$ cat src/rtl/uart_tx.sv
// uart_tx: 8-bit UART transmitter driven by the shared uart_cr encoding (baud, parity, stop bits).
// Define UART_TX_FIFO_EN to buffer input words in a 16x8 FIFO instead of a single holding register.
`timescale 1ns/1ps
module uart_tx (
    input  logic        clock_125,
    input  logic        rst_n_125,
    input  logic [11:0] uart_cr,
    input  logic [7:0]  pi_data,
    input  logic        pi_flag,
    output logic        tx,
    output logic        tx_ready,
    output logic        tc_flag,
    output logic        ovr_flag
);
    typedef enum logic [2:0] {
        IDLE, START_BIT, SEND, PARITY, STOP_BIT1, STOP_BIT2, FINISH
    } state_t;

    logic [4:0]  rst_sync_q;
    logic        rst_done;
    state_t      state_q, state_d;
    logic [31:0] baud_cnt_max_q, baud_cnt_max_d;
    logic [31:0] cnt_baud_q, cnt_baud_d;
    logic [2:0]  bit_idx_q, bit_idx_d;
    logic [7:0]  shift_q, shift_d;
    logic        par_en_q, par_odd_q, two_stop_q;
    logic        tx_q, tx_d;
    logic        ovr_q;
    logic        bit_end, word_avail, pop, push;
    logic [7:0]  word_data;
    logic        unused_cr;

    assign unused_cr = ^{uart_cr[7:6], uart_cr[4], uart_cr[0]};

    // Reset asserts asynchronously, releases five clocks after rst_n_125 rises.
    always_ff @(posedge clock_125 or negedge rst_n_125) begin
        if (!rst_n_125) rst_sync_q <= '0;
        else            rst_sync_q <= {rst_sync_q[3:0], 1'b1};
    end
    assign rst_done = rst_sync_q[4];

    always_comb begin
        baud_cnt_max_d = baud_cnt_max_q;
        if (state_q == IDLE) begin
            case (uart_cr[11:8])
                4'd0:    baud_cnt_max_d = 32'd13020;
                4'd1:    baud_cnt_max_d = 32'd6510;
                4'd2:    baud_cnt_max_d = 32'd3255;
                4'd3:    baud_cnt_max_d = 32'd2170;
                4'd4:    baud_cnt_max_d = 32'd1085;
                4'd5:    baud_cnt_max_d = 32'd125;
                4'd6:    baud_cnt_max_d = 32'd62;
                4'd7:    baud_cnt_max_d = 32'd41;
                4'd8:    baud_cnt_max_d = 32'd31;
                4'd9:    baud_cnt_max_d = 32'd25;
                4'd10:   baud_cnt_max_d = 32'd135;
                4'd11:   baud_cnt_max_d = 32'd542;
                4'd12:   baud_cnt_max_d = 32'd271;
                default: baud_cnt_max_d = baud_cnt_max_q;
            endcase
        end
    end

    assign bit_end = (cnt_baud_q == baud_cnt_max_q - 32'd1);

    always_comb begin
        state_d    = state_q;
        cnt_baud_d = cnt_baud_q;
        bit_idx_d  = bit_idx_q;
        shift_d    = shift_q;
        pop        = 1'b0;
        if (state_q != IDLE && state_q != FINISH)
            cnt_baud_d = bit_end ? 32'd0 : cnt_baud_q + 32'd1;
        case (state_q)
            IDLE: begin
                if (word_avail && uart_cr[1] && baud_cnt_max_q != 32'd0) begin
                    state_d    = START_BIT;
                    pop        = 1'b1;
                    shift_d    = word_data;
                    cnt_baud_d = 32'd0;
                    bit_idx_d  = 3'd0;
                end
            end
            START_BIT: if (bit_end) state_d = SEND;
            SEND: begin
                if (bit_end) begin
                    if (bit_idx_q == 3'd7) state_d = par_en_q ? PARITY : STOP_BIT1;
                    else                   bit_idx_d = bit_idx_q + 3'd1;
                end
            end
            PARITY:    if (bit_end) state_d = STOP_BIT1;
            STOP_BIT1: if (bit_end) state_d = two_stop_q ? STOP_BIT2 : FINISH;
            STOP_BIT2: if (bit_end) state_d = FINISH;
            FINISH: begin
                state_d    = IDLE;
                cnt_baud_d = 32'd0;
            end
            default: state_d = IDLE;
        endcase
    end

    // tx is computed from the next state so the pin register lines up with state_q.
    always_comb begin
        tx_d = 1'b1;
        case (state_d)
            START_BIT: tx_d = 1'b0;
            SEND:      tx_d = shift_d[bit_idx_d];
            PARITY:    tx_d = (^shift_d) ^ par_odd_q;
            default:   tx_d = 1'b1;
        endcase
    end

    always_ff @(posedge clock_125 or negedge rst_n_125) begin
        if (!rst_n_125) begin
            state_q        <= IDLE;
            baud_cnt_max_q <= '0;
            cnt_baud_q     <= '0;
            bit_idx_q      <= '0;
            shift_q        <= '0;
            par_en_q       <= 1'b0;
            par_odd_q      <= 1'b0;
            two_stop_q     <= 1'b0;
            tx_q           <= 1'b1;
            ovr_q          <= 1'b0;
        end else if (!rst_done) begin
            state_q        <= IDLE;
            baud_cnt_max_q <= '0;
            cnt_baud_q     <= '0;
            bit_idx_q      <= '0;
            shift_q        <= '0;
            par_en_q       <= 1'b0;
            par_odd_q      <= 1'b0;
            two_stop_q     <= 1'b0;
            tx_q           <= 1'b1;
            ovr_q          <= 1'b0;
        end else begin
            state_q        <= state_d;
            baud_cnt_max_q <= baud_cnt_max_d;
            cnt_baud_q     <= cnt_baud_d;
            bit_idx_q      <= bit_idx_d;
            shift_q        <= shift_d;
            tx_q           <= tx_d;
            ovr_q          <= pi_flag && !push;
            if (state_q == IDLE) begin
                par_en_q   <= uart_cr[3];
                par_odd_q  <= uart_cr[2];
                two_stop_q <= uart_cr[5];
            end
        end
    end

`ifdef UART_TX_FIFO_EN
    logic [7:0] fifo_mem [16];
    logic [3:0] wr_ptr_q, rd_ptr_q;
    logic [4:0] count_q;

    // Words may queue while TE is low; only a full FIFO drops them.
    assign tx_ready   = (count_q != 5'd16) && uart_cr[1] && (baud_cnt_max_q != 32'd0);
    assign push       = pi_flag && (count_q != 5'd16) && (baud_cnt_max_q != 32'd0);
    assign word_avail = (count_q != 5'd0);
    assign word_data  = fifo_mem[rd_ptr_q];

    always_ff @(posedge clock_125) begin
        if (push) fifo_mem[wr_ptr_q] <= pi_data;
    end

    always_ff @(posedge clock_125 or negedge rst_n_125) begin
        if (!rst_n_125) begin
            wr_ptr_q <= '0;
            rd_ptr_q <= '0;
            count_q  <= '0;
        end else if (!rst_done) begin
            wr_ptr_q <= '0;
            rd_ptr_q <= '0;
            count_q  <= '0;
        end else begin
            if (push) wr_ptr_q <= wr_ptr_q + 4'd1;
            if (pop)  rd_ptr_q <= rd_ptr_q + 4'd1;
            if (push && !pop)      count_q <= count_q + 5'd1;
            else if (pop && !push) count_q <= count_q - 5'd1;
        end
    end
`else
    logic [7:0] hold_q;
    logic       hold_valid_q;

    assign tx_ready   = (state_q == IDLE) && uart_cr[1] && (baud_cnt_max_q != 32'd0) && !hold_valid_q;
    assign push       = pi_flag && tx_ready;
    assign word_avail = hold_valid_q;
    assign word_data  = hold_q;

    always_ff @(posedge clock_125 or negedge rst_n_125) begin
        if (!rst_n_125) begin
            hold_q       <= '0;
            hold_valid_q <= 1'b0;
        end else if (!rst_done) begin
            hold_q       <= '0;
            hold_valid_q <= 1'b0;
        end else if (push) begin
            hold_q       <= pi_data;
            hold_valid_q <= 1'b1;
        end else if (pop) begin
            hold_valid_q <= 1'b0;
        end
    end
`endif

    assign tx       = tx_q;
    assign tc_flag  = (state_q == FINISH);
    assign ovr_flag = ovr_q;
endmodule
$ cat config.mk
export PLATFORM = sky130hd
export DESIGN_NAME = uart_tx
export DESIGN_NICKNAME = d
export VERILOG_FILES = /design/src/rtl/uart_tx.sv
export SDC_FILE = /design/constraint.sdc
export NUM_CORES = 1
export LEC_CHECK = 0
export BUFFER_PORTS_ARGS = -buffer_cell sky130_fd_sc_hd__buf_2
export CAP_MARGIN = 20
export CORE_MARGIN = 2
export CORE_UTILIZATION = 55
export CTS_CLUSTER_SIZE = 8
export DETAILED_ROUTE_END_ITERATION = 12
export PLACE_DENSITY_LB_ADDON = 0.15
export SYNTH_ARGS = -nofsm -noshare
export SYNTH_HDL_FRONTEND = slang
export SYNTH_SLANG_ARGS = --single-unit
$ cat constraint.sdc
create_clock -name clock_125 -period 4.1 [get_ports clock_125]
set_input_delay 0.41 -clock clock_125 [delete_from_list [all_inputs] [get_ports clock_125]]
set_output_delay 0.41 -clock clock_125 [all_outputs]
set_load 0.01 [all_outputs]
# --- Word level (Yosys, flattened, before mapping) ---
# Cells that the tools add are included.
op_classes:
  n_mux: 45
  eq_ne: 28
  n_bitwise: 1
  n_addsub: 3
  n_lt_le_gt_ge: 1
  n_reduce_logical: 16
ops:
  columns: ["cell", "count"]
  rows:
  - ["$pmux W32 S13", 1]
  - ["$mux W32", 6]
  - ["$pmux W32 S2", 1]
  - ["$mux W8", 5]
  - ["$mux W3", 13]
  - ["$add A32 B1 Y32 const B", 1]
  - ["$eq A32 B32 Y1", 1]
  - ["$reduce_bool A32 Y1", 1]
  - ["$sub A32 B1 Y32 const B", 1]
  - ["$eq A4 B4 Y1 const B", 5]
  - ["$pmux W3 S6", 1]
  - ["$eq A4 B3 Y1 const B", 4]
  - ["$mux W1", 14]
  - ["$ne A14 B1 Y1 const B", 1]
  - ["$eq A3 B2 Y1 const B", 4]
  - ["$eq A3 B3 Y1 const B", 4]
  - ["$eq A4 B2 Y1 const B", 2]
  - ["$logic_and A1 B1 Y1", 8]
  - ["$reduce_xor A8 Y1", 1]
  - ["$eq A3 B1 Y1 const B", 2]
  - ["$pmux W3 S2", 1]
  - ["$eq A4 B1 Y1 const B", 1]
  - ["$logic_not A4 Y1", 1]
  - ["$lt A3 B4 Y1 const B", 1]
  - ["12 further kinds", 14]
word_totals:
  output_inout_bits: 4
  ff_bits: 97
  word_cells: 107
  inputBits: 23

# --- Depth between registers and ports, before layout ---
# Gate-level depths: netlist (run 1).
depth:
  ltp_word: 8
  ltp_mapped: 15
  ltp_nobuf: 14

# --- Least setup slack after synthesis (run 1) ---
# OpenSTA, ideal clock, no wires.
synth_path:
  path_kind: "flip-flop to flip-flop"
  start: "register baud_cnt_max_q[3]"
  end: "register tx_q (netlist: tx)"
  t_required_ps: 4011
  slack_ps: 384
  arrival_ps: 3627
  path_buffers: 1
  setup_ps: 89
  stages_incl_launch_ff: 16
  path_cell_list: "dfrtp_1 nor4_4 nand2_1 nor4b_1 ha_1 xor2_1 nand4_1 nor2_1 nand3_1 a2111o_1 buf_6 o21ba_2 a21oi_2 mux2_4 a2111oi_2 o31ai_1"
synth_via:
  elab_chain_cells: 8
synth_lines:
  columns: ["item", "line", "source"]
  rows:
  - ["start, declared", "22", "logic [31:0] baud_cnt_max_q, baud_cnt_max_d;"]
  - ["start signal, assigned", "138", "baud_cnt_max_q <= baud_cnt_max_d;"]
  - ["$sub A32 B1 Y32 or $reduce_bool A32 Y1 (tied branches)", "64, 76", null]
  - ["$eq A32 B32 Y1 or $logic_and A1 B1 Y1 (tied branches)", "64, 76", null]
  - ["$mux W3 (tied with other cells)", "86", "if (bit_end) begin"]
  - ["$pmux W3 S2 or $mux W8 (tied branches)", "74", "case (state_q)"]
  - ["$bmux W1 S3 or $reduce_xor A8 Y1 (tied branches)", "107, 108", null]
  - ["$mux W1 (implied by the code) or $xor A1 B1 Y1 (tied branches)", "107, 108", null]
  - ["$pmux W1 S3 *", "105", "case (state_d)"]
  - ["$mux W1 *", "125", "end else if (!rst_done) begin"]
  - ["end signal, assigned", "142", "tx_q <= tx_d;"]
  - ["end, declared", "27", "logic tx_q, tx_d;"]
# Mark *: on every way between the ends. The rest lies on a longest branch, timed or not. The select of a mux whose other input is x is not followed.
# A chain may end at the register's enable or synchronous reset.

# --- Final worst setup path (run 1) ---
layout_path:
  start: "register baud_cnt_max_q[4]"
  end: "register tx_q (netlist: tx)"
# Same word-level chain as after synthesis.

==> run summary, run 1 <==
status: complete, no violations
Remaining Overflow, GRT: 0
Post-Syn Area: 4750 um^2
fmax: 267 MHz
Die Wd: 97.0 um
Slew @ Worst Pin: 821 ps
Vias/cell: 6.13
Net Sw Frac: 0.321
Synth Flop Type: dfrtp_1
Lkg Pwr: 2.30 nW
total core area: 8300 um^2
max-slew violations: 0
IO buf count: 22
Post-synth EDFFs: 0
final worst slack: 350 ps
Setup crit start kind: register
post-DR wirelength/cell: 16.6 um
worst min-delay path category: in -> reg
WS Path Type: reg -> reg
YS warnings: 0
Int Power: 0.00125 W
TritonCTS Sinks: 79
Die Y: 97.0 um
RSZ-0062 raised after global routing: false
largest net degree at the start of global routing: 80
FP Rows: 33
Root Buffer: clkbuf_8
peak supply drop: 0.218 mV
max_cap viols: 0
Die ar.: 9400 um^2
Starting DRT DRC Count: 377
final setup fails: 0
Initial Util: 0.573
Psw: 0.000593 W
Synth area leader: dfrtp_1
dpl ws: 253 ps
largest cells by area after synthesis: dfrtp_1, nor2_1, xnor2_1
deepest clock path buffer count: 2
CTS buffer count: 9
Seq pwr share: 0.466
Post-DP HPWL: 7.73 mm
final hold viol count: 0
dominant cell by count in the synthesized netlist: nor2_1
WP data arrival: 4050 ps
clk_lat worst skew: 370 ps
Routed WL: 11.1 mm
share of the synthesized area in the top cell type: 0.411
vias: 4085
RePlAce Congestion: 0.879
Commonest cells post-synth: nor2_1, dfrtp_1, nand2_1
vias in the first global route: 3952
initial antenna violation count: 0
fin util: 0.631
Syn Nets: 564
H-tree depth: 3
Comb power frac: 0.195
fin crit share: 0.915
Clk pwr share: 0.340
layout cells sized above 1: 0.130
placed cell area: 4980 um^2
P per Cell Area: 353 nW/um^2
DRT Pass-1 Iters: 7
CP endpoint kind: register
final setup TNS: 0 ps
synth unique cells: 71
final instance area: 5240 um^2
Antenna Cells: 0
min Tclk post-route: 3750 ps
Final ANT Viol Nets: 0
async set-reset flop share out of synthesis: 1.00
CTS tree: done
DRC: 0
Worst-path clk slew: 100 ps
io pins: 27
Synth Instances: 537
Layout area overhead: 10.2%
first-pass GRT wire length: 18.9 mm
#FFs+latches synth: 79
Layout Skew: 13.5 ps
Syn Area/Cell: 8.85 um^2
Final nets: 583
worst relative slew slack: 0.449
worst endpoint required time: 4400 ps
GRT Overall Usage: 0.247
Worst Path Max Fanout: 8
register area share after synthesis: 0.416
==> layer usage <==
metal | wire length (um) | track usage | share of wire
met5 | 0 | 0 | 0
met4 | 240 | 0.0953 | 0.022
met3 | 554 | 0.0412 | 0.050
met2 | 4970 | 0.372 | 0.45
met1 | 5320 | 0.357 | 0.48
==> worst max-delay path, cell delays in order (launching register included) <==
cell and delay, ps:
dfrtp_1 480, nor4_4 330, nand2_1 130, nor4b_1 270, ha_1 290, xor2_1 130, nand4_1 110, nor2_1 140
nand3_1 90, a2111o_1 430, buf_4 190, a21boi_4 190, a21oi_2 100, mux2_4 330, a2111oi_2 350, o31ai_1 120
==> cells in the final DEF (no fill, tap or decap), types with 10 or more instances in the layout <==
cell     count
nor2_1      89
dfrtp_1     78
nand2_1     44
xnor2_1     35
a21oi_1     28
xor2_1      24
buf_2       21
nand4_1     18
nand3_1     18
o21ai_0     15
mux2i_1     15
buf_4       14
inv_1       13
nor3_1      10
==> worst paths after layout <==
kind                                               startpoint                             end  slack (ps)  cells past startpoint
worst min-delay path                               pi_data[6]           hold_q[6]$_DFFE_PN0P_         250                      2
min in group asynchronous                           rst_n_125  baud_cnt_max_q[13]$_DFFE_PN0P_         450                      2
worst max register to register  baud_cnt_max_q[4]$_DFFE_PN0P_                    tx$_DFF_PN1_         350                     15
max in group asynchronous                           rst_n_125                    tx$_DFF_PN1_        3020                      3
worst max-delay path            baud_cnt_max_q[4]$_DFFE_PN0P_                    tx$_DFF_PN1_         350                     15
worst min register to register        rst_sync_q[3]$_DFF_PN0_         rst_sync_q[4]$_DFF_PN0_         350                      0
==> per-stage QoR <==
step                      hold WS, ps  total power, W  cells
after floorplan                   114         0.00111    537
after global placement            336         0.00121    648
after detailed placement          336         0.00122    648
after CTS                         235         0.00185    664
after global routing              237         0.00194    666
final                             251         0.00185    666
==> layout make-up <==
cell class	instances	area, um^2
clock buffers	9	124
flip-flops and latches	79	1980
repair buffers	37	248
multi-input cells	415	2610
fillers	700	3060
clock inverters	7	92.6
inverters	14	52.6
well taps	105	131
==> logic make-up after synthesis <==
| logic type | count (synthesis) | synth area share |
|---|---|---|
| adder cells (fa/ha/maj) | 4 | 0.0105 |
| other | 1 | 0.000789 |
| XOR/XNOR | 59 | 0.109 |
| flip-flops | 79 | 0.416 |
| buffers and inverters | 43 | 0.0358 |
| AND/OR/NAND/NOR | 236 | 0.247 |
| AO/OA/AOI/OAI | 98 | 0.143 |
| multiplexers | 17 | 0.0371 |
==> registers in the layout, summed over array words and instances (netlist names) <==
signal / count
cnt_baud_q: 32
baud_cnt_max_q: 14
hold_q: 8
shift_q: 8
rst_sync_q: 5
bit_idx_q: 3
state_q: 3
hold_valid_q: 1
ovr_flag: 1
par_en_q: 1
par_odd_q: 1
two_stop_q: 1
tx: 1
==> repair_timing <==
item	in CTS	in global routing
buffers inserted	0	0
setup endpoints to repair	0	1
resized for setup	0	1
hold buffers	0	1
endpoints found under the hold margin	0	18
==> power by group through the flow <==
stage / sequential (W) / combinational (W) / clock, W
after floorplan: 0.000857 / 0.000250 / 0
after global placement: 0.000872 / 0.000341 / 0
after detailed placement: 0.000874 / 0.000351 / 0
after CTS: 0.000858 / 0.000353 / 0.000640
after global routing: 0.000865 / 0.000398 / 0.000676
final: 0.000860 / 0.000359 / 0.000627
Power figures use the tool's default switching activity.
==> inputs of run 2 (changes only) <==
--- a/config.mk
+++ b/config.mk
@@ -7,6 +7,7 @@
 export LEC_CHECK = 0
 export BUFFER_PORTS_ARGS = -buffer_cell sky130_fd_sc_hd__buf_2
 export CAP_MARGIN = 20
+export CORE_ASPECT_RATIO = 1.2
 export CORE_MARGIN = 2
 export CORE_UTILIZATION = 55
 export CTS_CLUSTER_SIZE = 8
==> run 2 against run 1 <==
  * Clock power is 9.4% higher
  * Design area is 0.26% higher
  * Total power is 3.2% higher
  * Critical path depth stayed put
  * Critical path type unchanged
  * Critical endpoint unchanged
  * Largest power group unchanged
==> run summary, run 2 (synthesis gave the netlist of run 1 again) <==
status: complete, no violations
Net Sw Frac: 0.284
Setup crit end: tx$_DFF_PN1_
GR met2 Demand/Resource: 0.398
Root Buffer: clkbuf_8
RSZ-0062 raised after global routing: false
Worst Path Max Fanout: 7
final worst slack: 232 ps
Starting DRT DRC Count: 309
Final ANT Viol Nets: 0
Die ar.: 9400 um^2
largest net degree at the start of global routing: 80
worst min-delay path category: in -> async
first-pass GRT wire length: 18.3 mm
max reg flops: 32
Worst setup startpoint: baud_cnt_max_q[4]$_DFFE_PN0P_
WS Path Type: reg -> reg
DRC: 0
Comb power frac: 0.191
Layout Skew: 8.80 ps
GRT Overall Usage: 0.250
Worst-path clk slew: 80 ps
busiest grt layer: met2
fin util: 0.620
Die Wd: 88.9 um
P per Cell Area: 363 nW/um^2
max-slew violations: 0
Antenna Cells: 0
fmax: 259 MHz
CP endpoint kind: register
Post-DP HPWL: 7.67 mm
vias: 3963
CTS tree: done
commonest cells after routing, fill and taps aside: nor2_1, dfrtp_1, nand2_1
initial antenna violation count: 0
Int Power: 0.00136 W
deepest clock path buffer count: 2
WP data arrival: 4140 ps
post-DR wirelength/cell: 15.9 um
final hold viol count: 0
Psw: 0.000541 W
Top reg by flops: cnt_baud_q
Top Registers: cnt_baud_q x32, baud_cnt_max_q x14
DRT Pass-1 Iters: 5
final instance area: 5250 um^2
Pwr Total: 0.00191 W
R2R Path Start: baud_cnt_max_q[4]$_DFFE_PN0P_
io pins: 27
Final nets: 583
layout cells sized above 1: 0.128
M3 GR Usage: 0.0290
setup slack, reg-to-reg: 230 ps
Vias/cell: 5.85
worst endpoint required time: 4370 ps
max_cap viols: 0
Lkg Pwr: 2.30 nW
R2R Path End: tx$_DFF_PN1_
Worst Reg-to-Reg Cells: 15
dpl ws: 198 ps
Setup Buffers After CTS: 0
peak supply drop: 0.236 mV
clk_lat worst skew: 360 ps
Seq pwr share: 0.449
Slew @ Worst Pin: 1050 ps
FP Rows: 37
min Tclk post-route: 3870 ps
hold buffers post-CTS: 0
vias in the first global route: 3758
Setup crit start kind: register
RePlAce Congestion: 0.939
CTS buffer count: 9
Remaining Overflow, GRT: 0
H-tree depth: 3
Clk pwr share: 0.360
TritonCTS Sinks: 79
commonest non-fill, non-tap cell in the layout: nor2_1
fin crit share: 0.943
Routed WL: 10.7 mm
worst relative slew slack: 0.289
post-cts resize count: 0
Initial Util: 0.561
Layout area overhead: 10.5%
final setup TNS: 0 ps
placed cell area: 5010 um^2
final setup fails: 0
total core area: 8470 um^2
Die Y: 106 um
met1 Use GR: 0.337
IO buf count: 22
[run 2: changes by cell type in the layout (fill, tap and decap cells not counted), sizes merged]
cell,before,now
inv,15,13
clkinvlp,0,1
clkinv,5,2
buf,36,37
dlygate4sd3,1,0
clkbuf,9,11
bufinv,1,3
[run 2: per-layer routing]
layer  share of wire  up-vias
met2            0.50       99
met1            0.44     1914
met4           0.024        0
met3           0.039       18
li1                -     1932
met5               0        -
[run 2: worst min path at each step]
stage                       startpoint                       endpoint  slack [ps]  cells after the start
2_1_floorplan                rst_n_125  baud_cnt_max_q[0]$_DFFE_PN0P_         110                      0
3_3_place_gp   rst_sync_q[1]$_DFF_PN0_        rst_sync_q[2]$_DFF_PN0_         340                      0
3_5_place_dp   rst_sync_q[0]$_DFF_PN0_        rst_sync_q[1]$_DFF_PN0_         340                      0
4_1_cts                      rst_n_125        cnt_baud_q[4]$_DFF_PN0_         250                      1
5_1_grt                      rst_n_125        cnt_baud_q[4]$_DFF_PN0_         270                      1
6_report                     rst_n_125        cnt_baud_q[4]$_DFF_PN0_         200                      1
[run 2: worst max-delay path: stages (launching register included)]
cell and delay [ps]:
dfrtp_1 480, nor4_4 330, nand2_1 140, nor4b_1 290
ha_1 310, xor2_1 140, nand4_1 120, nor2_1 160
nand3_1 90, a2111o_1 480, buf_4 210, nand4_1 110
nand2_1 50, or4_1 450, and3_1 190, o31ai_1 230
[run 2: area by class of cell]
type | instances | area (um^2)
Fill cell | 756 | 3220
Multi-Input combinational cell | 415 | 2610
Sequential cell | 79 | 1980
Timing Repair Buffer | 37 | 225
Tap cell | 117 | 146
Clock buffer | 11 | 131
Clock inverter | 5 | 106
Inverter | 14 | 52.6
[run 2: per-stage QoR]
stage,cells,hold slack [ps]
2_1_floorplan,537,114
3_3_place_gp,662,337
3_5_place_dp,662,340
4_1_cts,678,249
5_1_grt,678,271
6_report,678,196
[run 2: power by group through the flow]
| stage | combinational [W] | sequential, W | clock, W |
|---|---|---|---|
| 3_3_place_gp | 0.000349 | 0.000869 | 0 |
| 6_report | 0.000363 | 0.000856 | 0.000686 |
| 3_5_place_dp | 0.000359 | 0.000871 | 0 |
| 2_1_floorplan | 0.000250 | 0.000857 | 0 |
| 5_1_grt | 0.000405 | 0.000862 | 0.000738 |
| 4_1_cts | 0.000361 | 0.000855 | 0.000708 |
